### src/rtl/commit_unit.sv
// commit_unit: retires the ROB head, writing the register file or issuing a store and waiting for its ack.
`ifndef XLEN
`define XLEN 32
`endif
`ifndef ROB_TAG_LEN
`define ROB_TAG_LEN 5
`endif
module commit_unit #(
  parameter int CNT_W = 32
) (
  input  logic                    clock,
  input  logic                    reset,
  input  logic                    commit_ready,
  input  logic                    commit_wr_mem,
  input  logic [4:0]              commit_dest_reg,
  input  logic [`XLEN-1:0]        commit_value,
  input  logic [`XLEN-1:0]        commit_dest_addr,
  input  logic [`ROB_TAG_LEN-1:0] commit_tag,
  input  logic                    mem_ack,
  output logic                    rob_pop,
  output logic                    rf_we,
  output logic [4:0]              rf_waddr,
  output logic [`XLEN-1:0]        rf_wdata,
  output logic                    clear_tag_valid,
  output logic [`ROB_TAG_LEN-1:0] clear_tag,
  output logic                    mem_req,
  output logic [`XLEN-1:0]        mem_addr,
  output logic [`XLEN-1:0]        mem_data,
  output logic [CNT_W-1:0]        retired_count,
  output logic                    busy
);
  typedef enum logic {IDLE, ST_WAIT} state_t;
  state_t state;
  logic reg_go, st_go, ack_go;
  always_comb begin
    reg_go  = state == IDLE && commit_ready && !commit_wr_mem;
    st_go   = state == IDLE && commit_ready && commit_wr_mem;
    ack_go  = state == ST_WAIT && mem_ack;
    rob_pop = reset && (reg_go || ack_go);
    busy    = state == ST_WAIT;
  end
  // The store's tag is parked in clear_tag while waiting; clear_tag_valid stays low until the ack.
  always_ff @(posedge clock) begin
    if (!reset) begin
      state           <= IDLE;
      rf_we           <= 1'b0;
      rf_waddr        <= '0;
      rf_wdata        <= '0;
      clear_tag_valid <= 1'b0;
      clear_tag       <= '0;
      mem_req         <= 1'b0;
      mem_addr        <= '0;
      mem_data        <= '0;
      retired_count   <= '0;
    end else begin
      rf_we           <= 1'b0;
      clear_tag_valid <= 1'b0;
      retired_count   <= retired_count + CNT_W'(rob_pop);
      if (reg_go) begin
        rf_we           <= commit_dest_reg != 5'd0;
        rf_waddr        <= commit_dest_reg;
        rf_wdata        <= commit_value;
        clear_tag_valid <= 1'b1;
        clear_tag       <= commit_tag;
      end
      if (st_go) begin
        state     <= ST_WAIT;
        mem_req   <= 1'b1;
        mem_addr  <= commit_dest_addr;
        mem_data  <= commit_value;
        clear_tag <= commit_tag;
      end
      if (ack_go) begin
        state           <= IDLE;
        mem_req         <= 1'b0;
        clear_tag_valid <= 1'b1;
      end
    end
  end
endmodule

### config.mk
export PLATFORM = sky130hd
export DESIGN_NAME = commit_unit
export DESIGN_NICKNAME = d
export VERILOG_FILES = /design/src/rtl/commit_unit.sv
export SDC_FILE = /design/constraint.sdc
export NUM_CORES = 1
export LEC_CHECK = 0
export CAP_MARGIN = 5
export CORE_UTILIZATION = 40
export CTS_CLUSTER_SIZE = 16
export DETAILED_ROUTE_END_ITERATION = 10
export GPL_TIMING_DRIVEN = 0
export PLACE_DENSITY = 0.83
export REMOVE_ABC_BUFFERS = 1
export SETUP_SLACK_MARGIN = 0.3
export SLEW_MARGIN = 20
export SYNTH_ARGS = -nofsm -noshare
export SYNTH_HDL_FRONTEND = slang
export SYNTH_SLANG_ARGS = --single-unit
### constraint.sdc
create_clock -name clock -period 3.8 [get_ports clock]
set_input_delay 0.76 -clock clock [delete_from_list [all_inputs] [get_ports clock]]
set_output_delay 0.76 -clock clock [all_outputs]
set_load 0.1 [all_outputs]
# Word-level counts from Yosys, hierarchy flattened
# Index checks and enable logic that the tools add are counted.
dict set report op_classes {
  n_addsub 1
  mux 4
  n_bitwise 2
  reduce_logical 11
}
# operator n
set ops {}
lappend ops {{adder 32 x 1 -> 32 bit} 1}
lappend ops {{2-to-1 mux 5 bit} 2}
lappend ops {{logical AND 1 bit} 5}
lappend ops {{nonzero test 5 bit} 1}
lappend ops {{2-to-1 mux 1 bit} 2}
lappend ops {{NOT 1 bit} 2}
lappend ops {{AND reduction 2 bit} 1}
lappend ops {{nonzero test 2 bit} 1}
lappend ops {{OR reduction 2 bit} 1}
lappend ops {{zero test 1 bit} 1}
lappend ops {{logical OR 1 bit} 1}
dict set report word_totals {
  reg_bits 141
  inputBits 79
  out_inout_bits 143
  wordCells 27
}

# Logic depth before layout (Yosys ltp)
# Gate-level depths: netlist of the first run.
dict set report depth {
  word_depth 6
  depth_mapped 11
  depth_no_buf 9
}

# Least setup slack after synthesis of the first run
# No wires, ideal clock.
dict set report synth_timing {
  kind {register to register}
  start {register state (netlist: busy)}
  end {register retired_count[22]}
  setup_time_ns 0.070
  t_arrival_ns 4.817
  setup_slack_ns -1.088
  stages_incl_launch_ff 12
  synth_period_minus_slack_ns 4.888
  cell_sequence {dfxtp_1 -> nor2b_1 -> clkbuf_1 -> nand2b_1 -> clkbuf_1 -> a21oi_1 -> ha_1 -> ha_1 -> nand3_1 -> or2_2 -> or4_1 -> a21oi_1}
}
dict set report synth_via {
  elab_chain_cells 6
  elab_cells_between_ends 7
  cone_classes {add/sub: 1; bitwise: 1; reduce/logical: 5}
}
# item line_no
set synth_rtl {}
lappend synth_rtl {{start: declaration} 33} ;# state_t state;
lappend synth_rtl {{start signal: assignment} 45} ;# state <= IDLE;
lappend synth_rtl {{start signal: assignment} 67} ;# state <= ST_WAIT;
lappend synth_rtl {{start signal: assignment} 74} ;# state <= IDLE;
lappend synth_rtl {{NOT 1 bit} 36} ;# reg_go = state == IDLE && commit_ready && !commit_wr_mem;
lappend synth_rtl {{logical AND 1 bit (2 in a row)} 36}
lappend synth_rtl {{logical OR 1 bit *} 39} ;# rob_pop = reset && (reg_go || ack_go);
lappend synth_rtl {{logical AND 1 bit *} 39}
lappend synth_rtl {{net rob_pop} 20} ;# output logic rob_pop,
lappend synth_rtl {{adder 32 x 1 -> 32 bit *} 58} ;# retired_count <= retired_count + CNT_W'(rob_pop);
lappend synth_rtl {{end signal: assignment} 58}
lappend synth_rtl {{end: declaration} 29} ;# output logic [CNT_W-1:0] retired_count,
# Mark *: on every way through the listed nets, which the timed path passes. The rest lies on a longest branch.
# A chain may end at the register's enable or synchronous reset.

# Worst setup path in the final report of the first run
dict set report layout_timing {
  start {input commit_wr_mem}
  end {register retired_count[22]}
}
dict set report layout_via {
  elab_chain_cells 5
}
# item line_no
set layout_rtl {}
lappend layout_rtl {{start: declaration} 14} ;# input logic commit_wr_mem,
lappend layout_rtl {{zero test 1 bit} 36}
lappend layout_rtl {{logical AND 1 bit} 36}
lappend layout_rtl {{logical OR 1 bit} 39}
lappend layout_rtl {{logical AND 1 bit} 39}
lappend layout_rtl {{adder 32 x 1 -> 32 bit} 58}
# Every way passes these cells.

==> results.cfg, run 1 <==
[place]
finalWeightedCongestion = 0.787
io_buffers = 221
dp_hpwl_um = 9920
pre_cts_ws_ps = -1070
dp.cells = 997

[timing]
setup_viol = 0
finalCritPeriodShare_pct = 87.0
timing.hold.ws_ps = 451
fin_setup_tns_ps = 0
fin_ws_ps = 493
slew_headroom_pct = 30.9
fmax_ghz = 0.302
worstMarginPinSlew_ps = 1030
rsz0062_at_grt = false
slew_viol_final = 0
clock_skew_ps = 6.92
final-hold-violation-count = 0
fin_crit_ps = 3310

[grt]
grt_max_degree = 90
gr-usage-all-layers_pct = 21.2
gr-total-overflow = 0
antenna_found_initial = 0
grt_pass1_vias = 4590
grt_pass1_wl_um = 22300

[cts]
postCtsHoldBufs = 0
tritoncts = yes
clock-sinks = 141
cts_buffers = 17
clockBufferDepth = 2
path_clk_slew_ps = 60
htreeDepth = 4
clk_latency_ps = 410
cts_root_buf = clkbuf_16

[power]
ir_worst_vdd_v = 0.000282
p_leak_nw = 3.01
power_density_mw_per_mm2 = 495
power_mw = 4.10

[logic_synthesis]
synth_seq_cells = 141
synth_top_area_share_pct = 54.1
yosys.cell_types.count = 31
ys_top_cells_by_area = dfxtp_1, nand2_1, a21oi_1
netlist_area_mm2 = 0.00522
avgSynthCellArea_um2 = 8.15
ys_seq_area_share_pct = 54.1
yosys_warnings = 0
synth_area_leader_cell = dfxtp_1
netlist_instances = 641

[drt]
post_drt_via_cell_ratio = 4.89
vias = 5042
drt-initial-drc-count = 283
antenna_left = 0
drtPass1Iterations = 4
avgRoutedWirePerCell_um = 14.3
drc_errors = 0
wl_um = 14800

[setup_path]
start_kind = input pin
worstSetupPathType = in -> reg
cp-end-kind = flip-flop
reg2reg_to = retired_count[22]
regToRegSetupSlack_ps = 930
crit_arrival_ps = 3650
cp_data_required_time_ps = 4140
ff2ff_path_depth = 9
worst_r2r_startpoint = busy
crit_path_max_fanout = 17

[cells_and_area]
num_antenna_cells = 0
instances_no_fill = 1031
fin_nets = 927
fillCellCount = 1064
drive_above_1_share_pct = 5.59
area_growth_pct = 58.3

[floorplan]
core_mm2 = 0.0127
rows = 41
ios = 222
chipHeight_um = 116
die_w_um = 116
dieArea_mm2 = 0.0135
start_util_pct = 41.2

[worst_hold_path]
hold_class = reg -> reg
min_path_cells = 2
worstHoldStart = rf_wdata[8]
holdPathEnd = rf_wdata[8]

[status]
status = finished, final reports clean

[job]
cap_violations = 0
repair_timing:
| action | 4_1_cts | 5_1_grt |
|---|---|---|
| resized for setup | 9 | 2 |
| buffers inserted | 0 | 2 |
| setup endpoints to repair | 26 | 12 |
per-stage QoR:
step / instance area (um2) / utilization, %
floorplan: 5070 / -
global placement: 7490 / 59.1
detailed placement: 7600 / 60.0
CTS: 8250 / 65.1
global route: 8270 / 65.2
finish: 8270 / 65.2
layout make-up:
type,instances,area [um2],share of cell area (%)
flip-flops and latches,141,2820,34.2
repair buffers,226,2300,27.9
multi-input cells,456,2270,27.4
clock buffers,22,474,5.74
well taps,172,215,2.60
clock inverters,10,161,1.95
inverters,4,20.0,0.242
per-layer routing:
layer  vias to the layer above  wire (um)  GRT usage [%]
met5                         -          0              0
met1                      2321       5950           24.2
met2                       167       7270           35.8
met3                        27       1170           6.64
li1                       2527          -              -
met4                         0        377           10.4
layout by cell type (no fill, tap or decap), drive strengths merged, types with 11 or more instances in the layout:
| master | Yosys | layout |
|---|---|---|
| a21oi | 109 | 109 |
| clkbuf | 32 | 23 |
| clkdlybuf4s50 | 0 | 219 |
| dfxtp | 141 | 141 |
| mux2i | 15 | 15 |
| nand2 | 221 | 221 |
| nand2b | 11 | 11 |
| nand3 | 14 | 14 |
| nand4 | 11 | 11 |
| nor2 | 23 | 23 |
state kept, by name, summed over array words and instances (netlist names):
register / count
retired_count: 32
rf_waddr: 5
clear_tag_valid: 1
rf_wdata: 32
rf_we: 1
clear_tag: 5
mem_addr: 32
mem_data: 32
busy: 1
synth_stat cells:
master and n:
a21oi_1 109, and2_1 3, and3_1 3, and4_1 4, buf_1 6, buf_2 1
buf_4 1, clkbuf_1 32, dfxtp_1 141, ha_1 2, inv_1 4, mux2i_1 15
nand2_1 221, nand2b_1 11, nand3_1 14, nand4_1 10, nand4_4 1, nor2_1 23
nor2b_1 3, nor3_1 4, nor4_1 3, nor4_2 1, o21ai_0 3, o21bai_1 1
o31ai_1 2, or2_2 1, or3_1 3, or4_1 4, or4_4 1, xnor2_1 7
xor2_1 7
report_power, final:
| part | switching (mW) | internal [mW] | total [mW] | leakage [nW] |
|---|---|---|---|---|
| clock | 0.609 | 1.15 | 1.76 | 0.302 |
| combinational | 0.561 | 0.212 | 0.773 | 1.55 |
| sequential | 0.0278 | 1.54 | 1.56 | 1.15 |
| total | 1.20 | 2.90 | 4.10 | 3.01 |
worst max-delay path, cell delays in order:
cell and delay, ps:
clkdlybuf4s50_1 540, nand2b_4 310, a21oi_1 290, ha_1 320
ha_1 280, nand3_1 220, or2_2 370, or4_1 420
a21oi_1 140
how the worst max path moves through the flow:
stage,startpoint,end,cells after the start
2_1_floorplan,busy,retired_count[22],9
3_3_place_gp,reset,rob_pop,4
3_5_place_dp,commit_ready,rob_pop,5
4_1_cts,reset,retired_count[20],9
5_1_grt,commit_ready,retired_count[22],10
6_report,commit_wr_mem,retired_count[22],9
logic make-up after synthesis:
| family | count (synthesis) | share of synthesized area [%] |
|---|---|---|
| mux | 15 | 2.88 |
| buf+inv | 44 | 3.26 |
| simple gates | 310 | 25.8 |
| flops | 141 | 54.1 |
| xor+xnor | 14 | 2.35 |
| compound gates | 115 | 11.2 |
| fa+ha+maj | 2 | 0.479 |
No activity file was read; power rests on OpenSTA's default activity.
==> run 2: changes to the inputs <==
--- a/config.mk
+++ b/config.mk
@@ -9,7 +9,6 @@
 export CORE_UTILIZATION = 40
 export CTS_CLUSTER_SIZE = 16
 export DETAILED_ROUTE_END_ITERATION = 10
-export GPL_TIMING_DRIVEN = 0
 export PLACE_DENSITY = 0.83
 export REMOVE_ABC_BUFFERS = 1
 export SETUP_SLACK_MARGIN = 0.3
==> constraint.sdc (replaced) <==
create_clock -name clock -period 3.8 [get_ports clock]
set_input_delay 0.38 -clock clock [delete_from_list [all_inputs] [get_ports clock]]
set_output_delay 0.38 -clock clock [all_outputs]
set_load 0.1 [all_outputs]
==> run 2 against run 1 <==
Against the previous run: global-route usage is 1.1 points higher; sequential share of layout area is 0.34 points higher; clock skew is 0.73 ps lower; setup slack better by 520 ps; fmax is 19% higher; first-iteration DRC count is 30% higher; via count is 0.61% higher; utilization is 0.65 points lower; worst hold slack hardly changed; critical path type unchanged; largest cell class unchanged.
==> results.cfg, run 2 (synthesized netlist as in run 1, its figures left out) <==
[status]
status = finished, final reports clean

[worst_hold_path]
hold_class = reg -> reg

[power]
power.internal_mw = 2.73
p_leak_nw = 2.97
power.share.combinational_pct = 19.6
switching_share_pct = 30.7
seqPwrFrac_pct = 39.7
switchingPower_mw = 1.21
power_mw = 3.94
power_density_mw_per_mm2 = 481
p_clk_share_pct = 40.7
ir_worst_vdd_v = 0.000244

[timing]
worstMarginPinSlew_ps = 1030
finalCritPeriodShare_pct = 73.4
rsz0062_at_grt = false
setup_viol = 0
slew_headroom_pct = 31.4
clock_skew_ps = 6.19
slew_viol_final = 0
fin_crit_ps = 2790
final-hold-violation-count = 0
fmax_ghz = 0.358

[cells_and_area]
fillCellCount = 1061
instances_no_fill = 1036
area_growth_pct = 56.7
num_antenna_cells = 0
fin_nets = 932
final_util_pct = 64.6
drive_above_1_share_pct = 5.79
layout_common_cells = nand2_1, clkdlybuf4s50_1, dfxtp_1

[setup_path]
worstSetupPathType = in -> reg
start_kind = input pin
cp-end-kind = flip-flop
crit_arrival_ps = 3130
cp_data_required_time_ps = 4140
crit_path_max_fanout = 6

[cts]
postCtsSetupRepairBufs = 0
clockBufferDepth = 2
cts_buffers = 17
clock-sinks = 141
htreeDepth = 4
postCtsResizedCells = 0
tritoncts = yes
postCtsHoldBufs = 0
clk_latency_ps = 410
path_clk_slew_ps = 60
cts_root_buf = clkbuf_16

[grt]
gr-total-overflow = 0
antenna_found_initial = 0
gr-usage-all-layers_pct = 22.3
grt_pass1_wl_um = 23000
grt_pass1_vias = 4588
grt_max_degree = 76

[place]
finalWeightedCongestion = 0.785
dp.cells = 1004
io_buffers = 221
dp_hpwl_um = 10300

[drt]
avgRoutedWirePerCell_um = 14.7
antenna_left = 0
drc_errors = 0
drt-initial-drc-count = 367
drtPass1Iterations = 5
post_drt_via_cell_ratio = 4.90
vias = 5073
wl_um = 15200

[floorplan]
die_w_um = 116
ios = 222
rows = 41
dieArea_mm2 = 0.0135
chipHeight_um = 116
start_util_pct = 41.2
core_mm2 = 0.0127

[job]
cap_violations = 0
-- run 2: final cells by class --
type	count	area [um2]	area share [%]
Multi-Input combinational cell	456	2230	27.3
Clock buffer	23	498	6.09
Clock inverter	9	85.1	1.04
Timing Repair Buffer	231	2310	28.2
Sequential cell	141	2820	34.5
Inverter	4	17.5	0.214
Tap cell	172	215	2.63
-- run 2: layer usage --
layer,GRT usage [%],routed length (um)
met2,37.2,7280
met1,25.5,6290
met4,10.5,485
met3,7.78,1140
met5,0,0
-- run 2: metrics by stage --
step | hold slack (ps) | setup TNS (ps) | area, um2 | setup slack [ps]
after global routing | 465 | 0 | 8180 | 761
final | 451 | 0 | 8180 | 1010
after CTS | 453 | 0 | 8180 | 1040
after global placement | 441 | 0 | 7600 | 703
after floorplan | 502 | -56570 | 5070 | -2220
after detailed placement | 445 | 0 | 7600 | 612
-- run 2: worst paths after layout --
| check | slack (ps) | cells past startpoint | from | end |
|---|---|---|---|---|
| min | 450 | 2 | mem_data[6] | mem_data[6] |
| max | 1010 | 10 | commit_ready | retired_count[20] |
| min reg2reg | 450 | 2 | mem_data[6] | mem_data[6] |
| max reg2reg | 1070 | 9 | busy | retired_count[20] |
-- run 2: worst max-delay path, stage by stage --
cell and delay, ps:
clkdlybuf4s50_1 450, nor2b_1 180, nand2b_1 110, a21oi_1 310
ha_1 320, ha_1 250, nand3_1 190, nor4_1 490
nor2b_1 260, mux2i_1 200
-- run 2: power by group through the flow --
| stage | logic [mW] | clock network (mW) | registers, mW |
|---|---|---|---|
| final | 0.772 | 1.60 | 1.56 |
| after global routing | 0.805 | 1.71 | 1.57 |
| after CTS | 0.776 | 1.64 | 1.56 |
| after detailed placement | 0.773 | 0 | 1.59 |
| after global placement | 0.768 | 0 | 1.59 |
| after floorplan | 0.115 | 0 | 2.00 |
